===== config.mk =====
export PLATFORM = sky130hd
export DESIGN_NAME = ft232h_tx_scheduler_flat
export DESIGN_NICKNAME = d
export VERILOG_FILES = /design/src/rtl/ft232h_tx_scheduler_pkg.sv /design/src/rtl/ft232h_tx_scheduler_if.sv /design/src/rtl/ft232h_tx_scheduler_rr_arbiter.sv /design/src/rtl/ft232h_tx_scheduler.sv /design/src/flat_wrapper.sv
export SDC_FILE = /design/constraint.sdc
export NUM_CORES = 1
export LEC_CHECK = 0
export BUFFER_PORTS_ARGS = -buffer_cell sky130_fd_sc_hd__buf_4
export CORE_ASPECT_RATIO = 1.1
export CORE_UTILIZATION = 48
export DETAILED_ROUTE_END_ITERATION = 10
export PLACE_DENSITY = 0.91
export SYNTH_ARGS = -nofsm -noshare
export SYNTH_HDL_FRONTEND = slang
export SYNTH_SLANG_ARGS = --single-unit
export TNS_END_PERCENT = 50

===== constraint.sdc =====
create_clock -name clk -period 2.5 [get_ports clk]
set_input_delay 0.625 -clock clk [delete_from_list [all_inputs] [get_ports clk]]
set_output_delay 0.625 -clock clk [all_outputs]
set_load 0.02 [all_outputs]

===== src/rtl/ft232h_tx_scheduler_pkg.sv =====
// ---------------------------------------------------------------------------
// ft232h_tx_scheduler_pkg
// Shared defaults and types for the FT232H FT245-synchronous TX scheduler.
//   FT232H_TX_NUM_SOURCES    default number of AXI-stream producers
//   FT232H_FLUSH_IDLE_CYCLES default idle gap before a send-immediate pulse
//   ft232h_tx_state_t        scheduler FSM state (also exported for debug)
// ---------------------------------------------------------------------------
package ft232h_tx_scheduler_pkg;

   localparam int FT232H_TX_NUM_SOURCES    = 4;
   localparam int FT232H_FLUSH_IDLE_CYCLES = 64;

   typedef enum logic [0:0] {
      TX_IDLE = 1'b0,
      TX_XFER = 1'b1
   } ft232h_tx_state_t;

endpackage


===== src/rtl/ft232h_tx_scheduler_if.sv =====
// ---------------------------------------------------------------------------
// ft232h_tx_scheduler_if
// Bundle of NUM_SOURCES AXI-stream byte producers feeding the scheduler.
//   s_axis_tdata   byte of source i at [8i+7:8i]
//   s_axis_tvalid  per-source valid
//   s_axis_tlast   per-source end of packet
//   s_axis_tready  per-source ready (at most one bit high)
// Handshake: a beat of source i transfers on a rising clk edge where
// s_axis_tvalid[i] && s_axis_tready[i]; once raised, tvalid and the beat
// (tdata/tlast) stay stable until that transfer; tready may change freely.
// master = producer side, slave = scheduler side.
// ---------------------------------------------------------------------------
interface ft232h_tx_scheduler_if #(
   parameter int NUM_SOURCES = 4
);
   logic [NUM_SOURCES*8-1:0] s_axis_tdata;
   logic [NUM_SOURCES-1:0]   s_axis_tvalid;
   logic [NUM_SOURCES-1:0]   s_axis_tlast;
   logic [NUM_SOURCES-1:0]   s_axis_tready;

   modport master (
      output s_axis_tdata,
      output s_axis_tvalid,
      output s_axis_tlast,
      input  s_axis_tready
   );

   modport slave (
      input  s_axis_tdata,
      input  s_axis_tvalid,
      input  s_axis_tlast,
      output s_axis_tready
   );
endinterface


===== src/rtl/ft232h_tx_scheduler_rr_arbiter.sv =====
// ---------------------------------------------------------------------------
// rr_arbiter
// Purely combinational round-robin pick: the first requesting index strictly
// after last_grant, wrapping modulo N. If only last_grant requests, it is
// picked again (search covers N positions, ending on last_grant itself).
//   req         in  N      request vector
//   last_grant  in  GW     previously granted index
//   next_grant  out GW     index to grant (last_grant when nothing requests)
//   any_req     out 1      at least one request present
// ---------------------------------------------------------------------------
module rr_arbiter #(
   parameter  int N  = 4,
   localparam int GW = $clog2(N)
) (
   input  logic [N-1:0]  req,
   input  logic [GW-1:0] last_grant,
   output logic [GW-1:0] next_grant,
   output logic          any_req
);

   logic found;
   int   cand;

   assign any_req = |req;

   always_comb begin
      next_grant = last_grant;
      found      = 1'b0;
      cand       = 0;
      for (int i = 1; i <= N; i++) begin
         cand = int'(last_grant) + i;
         if (cand >= N) cand = cand - N;
         if (!found && req[cand[GW-1:0]]) begin
            next_grant = cand[GW-1:0];
            found      = 1'b1;
         end
      end
   end

endmodule


===== src/rtl/ft232h_tx_scheduler.sv =====
// ---------------------------------------------------------------------------
// ft232h_tx_scheduler
// Packet-granular round-robin scheduler sharing the FT232H FT245-synchronous
// write port among NUM_SOURCES AXI-stream producers. Runs on the FT232H
// CLKOUT. Pulses siwu_n after an idle gap to push out a partial USB packet.
//   clk, rst_n   FT232H clock; async-assert active-low reset (deassert synced)
//   axis         slave side of the AXI-stream bundle
//   txe_n        FT232H TX FIFO has space when low
//   wr_n, data   write strobe and byte; taken on rising clk when both low
//   rd_n, oe_n   held inactive (1)
//   siwu_n       one-clk low send-immediate pulse
//   grant        current or last granted source
//   busy         packet in flight (from grant until its last byte is written)
//   state        FSM state, exported for debug
// ---------------------------------------------------------------------------
module ft232h_tx_scheduler
   import ft232h_tx_scheduler_pkg::*;
#(
   parameter  int NUM_SOURCES       = FT232H_TX_NUM_SOURCES,
   parameter  int FLUSH_IDLE_CYCLES = FT232H_FLUSH_IDLE_CYCLES,
   localparam int GW                = $clog2(NUM_SOURCES)
) (
   input  logic                    clk,
   input  logic                    rst_n,
   ft232h_tx_scheduler_if.slave    axis,
   input  logic                    txe_n,
   output logic                    wr_n,
   output logic [7:0]              data,
   output logic                    rd_n,
   output logic                    oe_n,
   output logic                    siwu_n,
   output logic [GW-1:0]           grant,
   output logic                    busy,
   output ft232h_tx_state_t        state
);

   localparam int CW     = (FLUSH_IDLE_CYCLES > 1) ? $clog2(FLUSH_IDLE_CYCLES) : 1;
   localparam int LAST_I = (FLUSH_IDLE_CYCLES > 0) ? FLUSH_IDLE_CYCLES - 1 : 0;
   localparam logic [CW-1:0] CNT_LAST = CW'(LAST_I);
   localparam bit FLUSH_EN = (FLUSH_IDLE_CYCLES > 0);

   // Reset: asserts asynchronously, releases two clocks later.
   logic [1:0] rst_sync;
   logic       rst_int_n;

   always_ff @(posedge clk or negedge rst_n) begin
      if (!rst_n) rst_sync <= 2'b00;
      else        rst_sync <= {rst_sync[0], 1'b1};
   end

   assign rst_int_n = rst_sync[1];

   logic          out_valid;
   logic          stage_free;
   logic          written;
   logic          accept;
   logic [7:0]    sel_data;
   logic          sel_last;
   logic [GW-1:0] next_grant;
   logic          any_req;
   logic [CW-1:0] idle_cnt;
   logic          dirty;

   assign rd_n = 1'b1;
   assign oe_n = 1'b1;
   assign wr_n = ~out_valid;

   // While a byte is presented and txe_n is high, the stage holds it untouched.
   assign stage_free = !out_valid || !txe_n;
   assign written    = out_valid && !txe_n;
   assign sel_data   = axis.s_axis_tdata[{grant, 3'b000} +: 8];
   assign sel_last   = axis.s_axis_tlast[grant];
   assign accept     = (state == TX_XFER) && stage_free && axis.s_axis_tvalid[grant];

   // Only combinational path through the block: txe_n -> tready.
   always_comb begin
      axis.s_axis_tready = '0;
      if ((state == TX_XFER) && stage_free) axis.s_axis_tready[grant] = 1'b1;
   end

   rr_arbiter #(.N(NUM_SOURCES)) u_rr_arbiter (
      .req        (axis.s_axis_tvalid),
      .last_grant (grant),
      .next_grant (next_grant),
      .any_req    (any_req)
   );

   // Scheduler FSM. The grant cycle spends one clock in IDLE, so no beat is
   // taken in it; busy stays high in IDLE until the final byte leaves.
   always_ff @(posedge clk or negedge rst_int_n) begin
      if (!rst_int_n) begin
         state <= TX_IDLE;
         grant <= GW'(NUM_SOURCES - 1);
         busy  <= 1'b0;
      end else begin
         case (state)
            TX_IDLE: begin
               if (any_req) begin
                  grant <= next_grant;
                  state <= TX_XFER;
                  busy  <= 1'b1;
               end else begin
                  busy  <= out_valid && txe_n;
               end
            end
            TX_XFER: begin
               if (accept && sel_last) state <= TX_IDLE;
            end
            default: state <= TX_IDLE;
         endcase
      end
   end

   // Output stage {data, out_valid}.
   always_ff @(posedge clk or negedge rst_int_n) begin
      if (!rst_int_n) begin
         out_valid <= 1'b0;
         data      <= 8'h00;
      end else if (accept) begin
         out_valid <= 1'b1;
         data      <= sel_data;
      end else if (written) begin
         out_valid <= 1'b0;
      end
   end

   // Flush timer: counts idle clocks after the last written byte. The pulse
   // fires only when the stage stays empty, so siwu_n and wr_n never overlap;
   // a beat loaded on that same edge cancels it.
   always_ff @(posedge clk or negedge rst_int_n) begin
      if (!rst_int_n) begin
         idle_cnt <= '0;
         dirty    <= 1'b0;
         siwu_n   <= 1'b1;
      end else begin
         siwu_n <= 1'b1;
         if (written) dirty <= 1'b1;
         if (out_valid) begin
            idle_cnt <= '0;
         end else if (dirty && FLUSH_EN) begin
            if (idle_cnt == CNT_LAST) begin
               if (!accept) begin
                  siwu_n   <= 1'b0;
                  dirty    <= 1'b0;
                  idle_cnt <= '0;
               end
            end else begin
               idle_cnt <= idle_cnt + 1'b1;
            end
         end
      end
   end

endmodule


===== src/flat_wrapper.sv =====
// flat-port wrapper written by rule: the top's interface ports become plain ports
module ft232h_tx_scheduler_flat import ft232h_tx_scheduler_pkg::*;
#(
   parameter  int NUM_SOURCES       = FT232H_TX_NUM_SOURCES,
   parameter  int FLUSH_IDLE_CYCLES = FT232H_FLUSH_IDLE_CYCLES,
   localparam int GW                = $clog2(NUM_SOURCES)
)
  (clk, rst_n, txe_n, wr_n, data, rd_n, oe_n, siwu_n, grant, busy, state, axis_s_axis_tdata, axis_s_axis_tvalid, axis_s_axis_tlast, axis_s_axis_tready);
  ft232h_tx_scheduler_if #(.NUM_SOURCES(NUM_SOURCES)) axis_i ();
  input  logic clk;
  input  logic rst_n;
  input  logic txe_n;
  output logic wr_n;
  output logic [7:0] data;
  output logic rd_n;
  output logic oe_n;
  output logic siwu_n;
  output logic [GW-1:0] grant;
  output logic busy;
  output ft232h_tx_state_t state;
  input wire logic [$bits(axis_i.s_axis_tdata)-1:0] axis_s_axis_tdata;
  input wire logic [$bits(axis_i.s_axis_tvalid)-1:0] axis_s_axis_tvalid;
  input wire logic [$bits(axis_i.s_axis_tlast)-1:0] axis_s_axis_tlast;
  output wire logic [$bits(axis_i.s_axis_tready)-1:0] axis_s_axis_tready;
  assign axis_i.s_axis_tdata = axis_s_axis_tdata;
  assign axis_i.s_axis_tvalid = axis_s_axis_tvalid;
  assign axis_i.s_axis_tlast = axis_s_axis_tlast;
  assign axis_s_axis_tready = axis_i.s_axis_tready;
  ft232h_tx_scheduler #(.NUM_SOURCES(NUM_SOURCES), .FLUSH_IDLE_CYCLES(FLUSH_IDLE_CYCLES)) u_core (.clk(clk), .rst_n(rst_n), .axis(axis_i), .txe_n(txe_n), .wr_n(wr_n), .data(data), .rd_n(rd_n), .oe_n(oe_n), .siwu_n(siwu_n), .grant(grant), .busy(busy), .state(state));
endmodule

* Word-level counts from Yosys, hierarchy flattened
Index checks and enable logic that the tools add are counted.
Word-level totals: flip-flop bits (word level) 23, input port bits 43, output and inout bits 20, logic and storage cells 99
Cells by class: add/sub/neg operators 9, order comparisons 10, equality and inequality tests 2, shift operators 1, muxes and demuxes 45, bitwise logic cells 2, reduce and logical (&&, ||, !) cells 21
Operators with widths (number):
- 32-bit by 6-bit variable part select with 8-bit output | 1
- 1-bit 2-to-1 mux | 24
- 6-bit 2-to-1 mux | 4
- 2-bit 2-to-1 mux | 8
- 2-bit by 3-bit less-than comparator with 1-bit output (second input constant) | 5
- 1-bit binary-select mux with 2-bit select | 6
- 3-bit greater-or-equal comparator (second input constant) | 3
- 1-bit logical AND | 9
- 2-bit by 1-bit subtractor with 2-bit output (second input constant) | 4
- 2-bit by 2-bit adder with 3-bit output (second input constant) | 2
- 6-bit by 1-bit adder with 6-bit output (second input constant) | 1
- 6-bit == test (second input constant) | 1
- 1-bit zero test | 5
- 2-bit by 3-bit adder with 4-bit output (second input constant) | 1
- 4-bit by 3-bit greater-or-equal comparator with 1-bit output (second input constant) | 1
- 4-bit 2-to-1 mux | 1
- 2-bit nonzero test | 2
- 4-bit nonzero test | 1
- 4-bit OR reduction | 1
- 2-bit by 1-bit adder with 3-bit output (second input constant) | 1
- 3-bit by 2-bit inequality test with 1-bit output (second input constant) | 1
- 3-bit AND reduction | 1
- 1-bit demux with 2-bit select | 1
- 2-bit by 1-bit greater-or-equal comparator with 1-bit output (second input constant) | 1
- other kinds (4) | 5

* Depth between registers and ports, before layout
Gate-level depths: netlist (run 1).
depth after elaboration 16, gate-level depth with buffers 8, depth with buffers taken out 6

* Hierarchy
From an unflattened synthesis (run 1), not the netlist that was laid out.
Second synthesis, totals: cells, all modules 114, area, all modules 1373.8 um^2
By module, submodules not included:
- ft232h_tx_scheduler | times used 1, cells an instance 100, area an instance 1301.2 um^2, seq. area each 579.3 um^2
- rr_arbiter | times used 1, cells an instance 14, area an instance 72.6 um^2, seq. area each 0.0 um^2

* Worst setup path before layout (run 1)
No wires, ideal clock.
path kind flip-flop to flip-flop, start register u_core.grant[0], end register u_core.grant[1], library setup time 0.086 ns, data arrival time 2.382 ns, data required time 2.414 ns, setup slack 0.033 ns, cell stages (with the launch flop) 9, path buffers 2, clock period less this slack 2.467 ns, cell sequence dfstp_2 -> buf_2 -> buf_2 -> inv_1 -> ha_1 -> mux4_2 -> o311a_1 -> nor2_1 -> a31oi_1
Between the ends: longest elaborated chain between the ends 16, elaborated cells between the ends (all ways) 39, classes of those cells 8 x add/sub; 4 x order compare; 19 x mux; 8 x reduce/logical
RTL lines:
- start, declared | line ft232h_tx_scheduler.sv:32 | output logic [GW-1:0] grant,
- start signal, assigned | line ft232h_tx_scheduler.sv:93 | grant <= GW'(NUM_SOURCES - 1);
- start signal, assigned | line ft232h_tx_scheduler.sv:99 | grant <= next_grant;
- 2-bit by 1-bit adder with 3-bit output | line ft232h_tx_scheduler_rr_arbiter.sv:31 | cand = int'(last_grant) + i;
- 3-bit greater-or-equal comparator / 2-bit by 1-bit subtractor with 2-bit output (equally long branches) | line ft232h_tx_scheduler_rr_arbiter.sv:32 | if (cand >= N) cand = cand - N;
- 2-bit 2-to-1 mux | line ft232h_tx_scheduler_rr_arbiter.sv:32
- 1-bit binary-select mux with 2-bit select | line ft232h_tx_scheduler_rr_arbiter.sv:33 | if (!found && req[cand[GW-1:0]]) begin
- 1-bit 2-to-1 mux (not written as such) | line ft232h_tx_scheduler_rr_arbiter.sv:33
- 1-bit 2-to-1 mux | line ft232h_tx_scheduler_rr_arbiter.sv:33
- 1-bit zero test | line ft232h_tx_scheduler_rr_arbiter.sv:33
- 1-bit logical AND | line ft232h_tx_scheduler_rr_arbiter.sv:33
- 1-bit 2-to-1 mux | line ft232h_tx_scheduler_rr_arbiter.sv:33
- 1-bit zero test | line ft232h_tx_scheduler_rr_arbiter.sv:33
- 1-bit logical AND | line ft232h_tx_scheduler_rr_arbiter.sv:33
- 1-bit 2-to-1 mux | line ft232h_tx_scheduler_rr_arbiter.sv:33
- 1-bit zero test | line ft232h_tx_scheduler_rr_arbiter.sv:33
- 1-bit logical AND | line ft232h_tx_scheduler_rr_arbiter.sv:33
- 4-bit nonzero test (no source line)
- 3-bit AND reduction (no source line)
Parallel ways exist; a longest one is shown, timed or not. The select of a mux whose other input is x is not followed. A chain may end at the register's enable or synchronous reset.

* Final worst setup path (run 1)
start register u_core.grant[0], end output axis_s_axis_tready[0]
Between the ends: longest elaborated chain between the ends 5, elaborated cells between the ends (all ways) 6, classes of those cells 2 x order compare; 3 x mux; 1 x reduce/logical
RTL lines:
- 2-bit by 3-bit less-than comparator with 1-bit output (not written as such) / 2-bit by 1-bit greater-or-equal comparator with 1-bit output (equally long branches) | line ft232h_tx_scheduler.sv:78 | if ((state == TX_XFER) && stage_free) axis.s_axis_tready[grant] = 1'b1;
- 1-bit logical AND (not written as such) | line ft232h_tx_scheduler.sv:78
- 1-bit 2-to-1 mux (not written as such) | line ft232h_tx_scheduler.sv:78
- 1-bit demux with 2-bit select *
- 4-bit 2-to-1 mux * | line ft232h_tx_scheduler.sv:78
- end, declared | line flat_wrapper.sv:24 | output wire logic [$bits(axis_i.s_axis_tready)-1:0] axis_s_axis_tready;
Every way passes the cells marked *; elsewhere a longest branch is shown, timed or not.

==> results of run 1 <==
## worst reg2reg max path, delay by kind of cell (launching register included)
| family | cells | cell delay, ns |
|---|---|---|
| adder cells (fa/ha/maj) | 1 | 0.41 |
| flip-flops | 1 | 0.73 |
| AND/OR/NAND/NOR | 1 | 0.10 |
| buffers and inverters | 1 | 0.14 |
| multiplexers | 1 | 0.38 |
| AO/OA/AOI/OAI | 2 | 0.44 |
## per-stage QoR
stage               utilization, %  instances  hold WS [ns]  cell area (um2)
floorplan                        -        123        0.2646             1524
global placement             65.42        211        0.3378             1977
detailed placement           65.42        211        0.3427             1977
CTS                          66.34        215       0.06953             2004
global route                 66.34        215       0.06121             2004
finish                       66.34        215       0.07622             2004
## synthesized netlist by cell type, drive strengths merged
library cell	instances	area, um2
ha	5	62.56
nand2	8	30.03
nor4	1	6.260
nand4	1	6.260
nand4b	1	8.760
a41oi	2	25.03
and2	5	33.78
nand3	1	5.000
xnor2	1	8.760
o32ai	1	8.760
o221ai	2	17.52
nor3	2	10.01
clkbuf	2	7.510
a21oi	3	15.01
a22oi	2	15.01
dfrtp	20	500.5
or4	1	7.510
o21ai	2	10.01
inv	8	30.03
and3	1	6.260
a311oi	1	8.760
o2111a	1	11.26
mux2i	2	20.02
nor3b	1	7.510
mux2	9	127.6
conb	1	3.750
a31o	1	8.760
buf	6	47.54
dfstp	3	78.83
and4	2	17.52
mux4	13	304.1
nor2	6	22.52
a21boi	1	7.510
a31oi	2	12.51
o311a	1	10.01
o211ai	1	7.510
nor2b	1	6.260
## kinds of logic after synthesis
| group | Yosys count |
|---|---|
| multiplexers | 24 |
| adder cells (fa/ha/maj) | 5 |
| AO/OA/AOI/OAI | 20 |
| flip-flops | 23 |
| buffers and inverters | 16 |
| other | 1 |
| AND/OR/NAND/NOR | 31 |
| XOR/XNOR | 1 |
## final cells by class
type	instances	area [um2]
clock inverter	1	5.005
inverter	8	30.03
clock buffer	3	22.52
timing repair buffer	62	465.4
tap	34	42.54
fill	223	1017
multi-input combinational	84	859.6
sequential	23	579.3
## where the power goes
group | internal (mW) | switching, mW | total, mW | leakage, nW
clock network | 0.0595 | 0.108 | 0.168 | 0.0177
logic | 0.736 | 0.641 | 1.38 | 0.673
registers | 0.516 | 0.161 | 0.676 | 0.269
## metal layers
layer / up-vias / part of all wire, %
met3: 6 / 2.7
met1: 612 / 37
li1: 579 / -
met4: 0 / 1.7
met2: 42 / 59
met5: - / 0
## flip-flops by register name, summed over array words and instances (netlist names)
register,flops
u_core.busy,1
u_core.data,8
u_core.dirty,1
u_core.grant,2
u_core.idle_cnt,6
u_core.out_valid,1
u_core.rst_sync,2
u_core.siwu_n,1
u_core.state,1
## worst paths after layout
kind                                    startpoint               endpoint  slack, ns  cells after the start
worst min register to register  u_core.rst_sync[1]     u_core.idle_cnt[0]       0.35                      0
max in group asynchronous       u_core.rst_sync[1]     u_core.idle_cnt[5]       1.64                      0
worst max register to register     u_core.grant[0]        u_core.grant[1]       0.25                      6
worst max-delay path               u_core.grant[0]  axis_s_axis_tready[0]       0.22                      4
worst min-delay path                         rst_n     u_core.rst_sync[0]       0.08                      1
min in group clk                u_core.rst_sync[0]     u_core.rst_sync[1]       0.37                      0
==> impl_metrics.py, run 1 <==
metrics = {
    "global_route": {
        "grt.busiest_layer": "met2",
        "grt_pass1_wl_um": 5499,
        "grtUsageMet2_pct": 40.10,
        "grt_max_degree": 22,
        "met3_usage_pct": 1.919,
        "use_met1_pct": 24.66,
        "antenna_found_initial": 0,
        "overflow": 0,
        "grt_pass1_vias": 1225,
        "grt.total_usage_pct": 21.03,
    },
    "finish": {
        "nets": 230,
        "area_growth_pct": 32.18,
        "mostFrequentLayoutCells": "buf_4, dfrtp_1, mux4_2, inv_1, nand2_1",
        "final_common_cell": "buf_4",
        "n_antenna_cell": 0,
        "drive_gt1_share_pct": 50.28,
    },
    "route": {
        "vias": 1239,
        "dr.pass1.iters": 4,
        "drt_wl_total_um": 3617,
        "ant_nets": 0,
        "wl_per_cell_um": 16.82,
        "viasPerCell": 5.763,
        "drcViolationCount": 0,
        "drt_iter0_markers": 58,
    },
    "place": {
        "gp_congestion": 0.8835,
        "post-place-ws_ns": 0.3039,
        "io_buffers": 60,
        "hpwlAfterDp_um": 2892,
    },
    "clock_network": {
        "tritoncts": "built",
        "cts-resized-gates": 0,
        "h-tree-depth": 1,
        "clk_latency_ns": 0.30,
        "cts_hold_buf": 0,
        "clockRootBuffer": "clkbuf_4",
        "cts_buffer_depth": 2,
        "clk_pin_slew_ns": 0.12,
        "cts_buffers": 3,
        "post_cts_buffers": 0,
        "cts.sinks": 23,
    },
    "die": {
        "core_area_um2": 3022,
        "die_h_um": 60.95,
        "die-area_um2": 3388,
        "rows": 21,
        "initial_core_util_pct": 50.19,
        "num_io_pins": 63,
        "die_w_um": 55.59,
    },
    "yosys": {
        "ys_warn_count": 0,
        "synth_cells": 121,
        "synth_xor_area_share_pct": 0.5776,
        "synthMuxAreaShare_pct": 29.79,
        "synth_seq_area_share_pct": 38.20,
        "yosys.cell_types.count": 43,
        "synth-compound-area-share_pct": 10.40,
        "yosys.area_share.simple_pct": 11.06,
        "syn_avg_cell_area_um2": 12.53,
        "synth_top_family_by_area": "multiplexers",
        "syn_area_um2": 1516,
        "synthAdderAreaFrac_pct": 4.125,
        "ys_seq_elements": 23,
    },
    "setup_path": {
        "worstPathMaxFanout": 12,
        "slowest_stage": "dfstp_2",
        "cpPeakStageDelay_ns": 0.73,
        "critPathKind": "reg -> out",
        "cp-start-kind": "register",
        "cp.arrival_ns": 1.66,
        "crit_family": "flip-flops",
        "path_buf_inv": 2,
        "end_kind": "primary output",
        "worstPathCellList": "inv_1 -> ha_1 -> and2_1 -> buf_4",
        "required_ns": 1.88,
    },
    "run_status": {
        "status": "complete, no violations",
    },
    "sta": {
        "max_freq_mhz": 437.8,
        "slew_headroom_pct": 44.99,
        "finalHoldViolCount": 0,
        "finalCriticalPeriod_ns": 2.284,
        "tns_ns": 0,
        "skew_ns": 0.002250,
        "min_period_over_period_pct": 91.36,
        "worst_slew_pin_slew_ns": 0.8251,
        "setup_violations": 0,
        "grt_setup_unrepaired": "no",
        "finalWorstSetupSlack_ns": 0.2159,
        "slew_viol_final": 0,
    },
    "hold_path": {
        "hold_path.class": "in -> async",
    },
    "power_and_ir_drop": {
        "total_power_mw": 2.221,
        "p_per_area_nw_per_um2": 1108,
        "ir_drop_v": 0.0005871,
        "leakage_nw": 0.9601,
    },
    "flow_run": {
        "drv_cap": 0,
    },
}
Power figures use the tool's default switching activity.
==> run 2, diff against run 1 <==
--- a/config.mk
+++ b/config.mk
@@ -6,8 +6,10 @@
 export NUM_CORES = 1
 export LEC_CHECK = 0
 export BUFFER_PORTS_ARGS = -buffer_cell sky130_fd_sc_hd__buf_4
+export CELL_PAD_IN_SITES_DETAIL_PLACEMENT = 0
+export CELL_PAD_IN_SITES_GLOBAL_PLACEMENT = 2
 export CORE_ASPECT_RATIO = 1.1
-export CORE_UTILIZATION = 48
+export CORE_UTILIZATION = 30
 export DETAILED_ROUTE_END_ITERATION = 10
 export PLACE_DENSITY = 0.91
 export SYNTH_ARGS = -nofsm -noshare
==> run 2 against run 1 <==
Against the previous run:
- non-clock buffer count stayed put
- sequential share of layout area is 0.64 points lower
- largest cell class unchanged
- highest routed layer unchanged
- clock power is 35% higher
- setup slack better by 0.093 ns
- combinational power hardly changed
==> impl_metrics.py, run 2 (synthesis gave the netlist of run 1 again) <==
metrics = {
    "setup_path": {
        "r2r_start": "u_core.grant[0]",
        "worstPathCellList": "a21boi_1 -> and2_1 -> buf_4",
        "required_ns": 1.88,
        "end_kind": "primary output",
        "critPathKind": "reg -> out",
        "cpPeakStageDelay_ns": 0.50,
        "worstPathMaxFanout": 10,
        "slowest_stage": "dfrtp_1",
        "startpoint": "u_core.out_valid",
        "path_buf_inv": 1,
        "cp-start-kind": "register",
        "cp.arrival_ns": 1.57,
        "crit_family": "flip-flops",
    },
    "clock_network": {
        "h-tree-depth": 1,
        "clk_latency_ns": 0.26,
        "cts.sinks": 23,
        "clockRootBuffer": "clkbuf_8",
        "cts-resized-gates": 0,
        "cts_hold_buf": 0,
        "clk_pin_slew_ns": 0.08,
        "post_cts_buffers": 0,
        "cts_buffers": 3,
        "tritoncts": "built",
        "cts_buffer_depth": 2,
    },
    "global_route": {
        "grt.total_usage_pct": 14.21,
        "grt_max_degree": 22,
        "overflow": 0,
        "grt_pass1_wl_um": 6051,
        "grt_pass1_vias": 1341,
        "antenna_found_initial": 0,
    },
    "finish": {
        "drive_gt1_share_pct": 49.72,
        "nFillCells": 458,
        "n_antenna_cell": 0,
        "largest_reg_flops": 8,
        "top_regs": "u_core.data (8), u_core.idle_cnt (6)",
        "mostFrequentLayoutCells": "buf_4, dfrtp_1, mux4_2, inv_1, nand2_1",
        "nets": 230,
        "area_growth_pct": 35.15,
        "top_register": "u_core.data",
        "instances_no_fill": 237,
        "final_common_cell": "buf_4",
    },
    "sta": {
        "finalCriticalPeriod_ns": 2.191,
        "skew_ns": 0.002736,
        "tns_ns": 0,
        "slew_headroom_pct": 43.75,
        "setup_violations": 0,
        "min_period_over_period_pct": 87.65,
        "grt_setup_unrepaired": "no",
        "max_freq_mhz": 456.3,
        "slew_viol_final": 0,
        "worst_slew_pin_slew_ns": 0.8438,
        "finalHoldViolCount": 0,
    },
    "route": {
        "viasPerCell": 5.257,
        "drt_iter0_markers": 22,
        "wl_per_cell_um": 15.51,
        "drt_wl_total_um": 3675,
        "ant_nets": 0,
        "vias": 1246,
        "drcViolationCount": 0,
        "dr.pass1.iters": 4,
    },
    "place": {
        "dpl.cell_count": 233,
        "io_buffers": 60,
        "hpwlAfterDp_um": 2876,
        "gp_congestion": 0.7970,
    },
    "die": {
        "die_w_um": 69.79,
        "num_io_pins": 63,
        "core_area_um2": 4750,
        "initial_core_util_pct": 31.93,
        "die-area_um2": 5343,
        "rows": 26,
        "die_h_um": 76.57,
    },
    "power_and_ir_drop": {
        "leakage_nw": 0.9651,
        "total_power_mw": 2.272,
        "ir_drop_v": 0.0004207,
        "p_per_area_nw_per_um2": 1108,
    },
    "hold_path": {
        "hold_path.class": "in -> async",
    },
    "run_status": {
        "status": "complete, no violations",
    },
    "flow_run": {
        "drv_cap": 0,
    },
}
-- run 2: changes by cell type in the layout (fill, tap and decap cells not counted) --
| cell | change |
|---|---|
| clkbuf_4 | -3 |
| clkbuf_1 | +1 |
| clkbuf_8 | +3 |
| clkinv_2 | -1 |
-- run 2: report_power, final --
group	switching, mW	internal, mW	leakage, nW
Clock	0.113	0.114	0.0228
Sequential	0.129	0.516	0.269
Combinational	0.664	0.735	0.673
-- run 2: metal layers --
layer	routed length (um)	vias to the layer above	global-route usage, %	share of wire (%)
met5	0	-	0	0
met4	51	0	5.400	1.4
met3	201	6	3.042	5.5
met2	2022	45	26.83	55
met1	1400	613	15.18	38
li1	-	582	-	-
-- run 2: path summary, 6_finish.rpt --
check	endpoint	slack, ns	cells past startpoint
max	axis_s_axis_tready[1]	0.31	3
min	u_core.rst_sync[0]	0.13	1
max reg2reg	u_core.grant[1]	0.45	4
min reg2reg	u_core.idle_cnt[0]	0.35	0
max in group asynchronous	u_core.state	1.63	0
min in group clk	u_core.rst_sync[1]	0.36	0
-- run 2: area by class of cell --
class	count	area, um2	share of cell area, %
Clock buffer	4	45.04	2.198
Inverter	8	30.03	1.465
Multi-Input combinational cell	84	859.6	41.94
Sequential cell	23	579.3	28.27
Tap cell	56	70.07	3.419
Timing Repair Buffer	62	465.4	22.71
-- run 2: worst reg2reg max path: cells and delay by family (launching register included) --
family | cells | cell delay (ns)
muxes | 1 | 0.59
DFF | 1 | 0.58
buffers and inverters | 1 | 0.30
AOI/OAI and AO/OA | 2 | 0.52
-- run 2: stage by stage --
stage               setup slack, ns  utilization, %  hold WS [ns]  cell area (um2)
floorplan                   0.03268               -        0.2646             1524
global placement             0.4590           42.20        0.3416             2004
detailed placement           0.4159           42.20        0.3466             2004
CTS                          0.3137           43.15        0.1230             2049
global route                 0.2321           43.15        0.1116             2049
finish                       0.3087           43.15        0.1289             2049
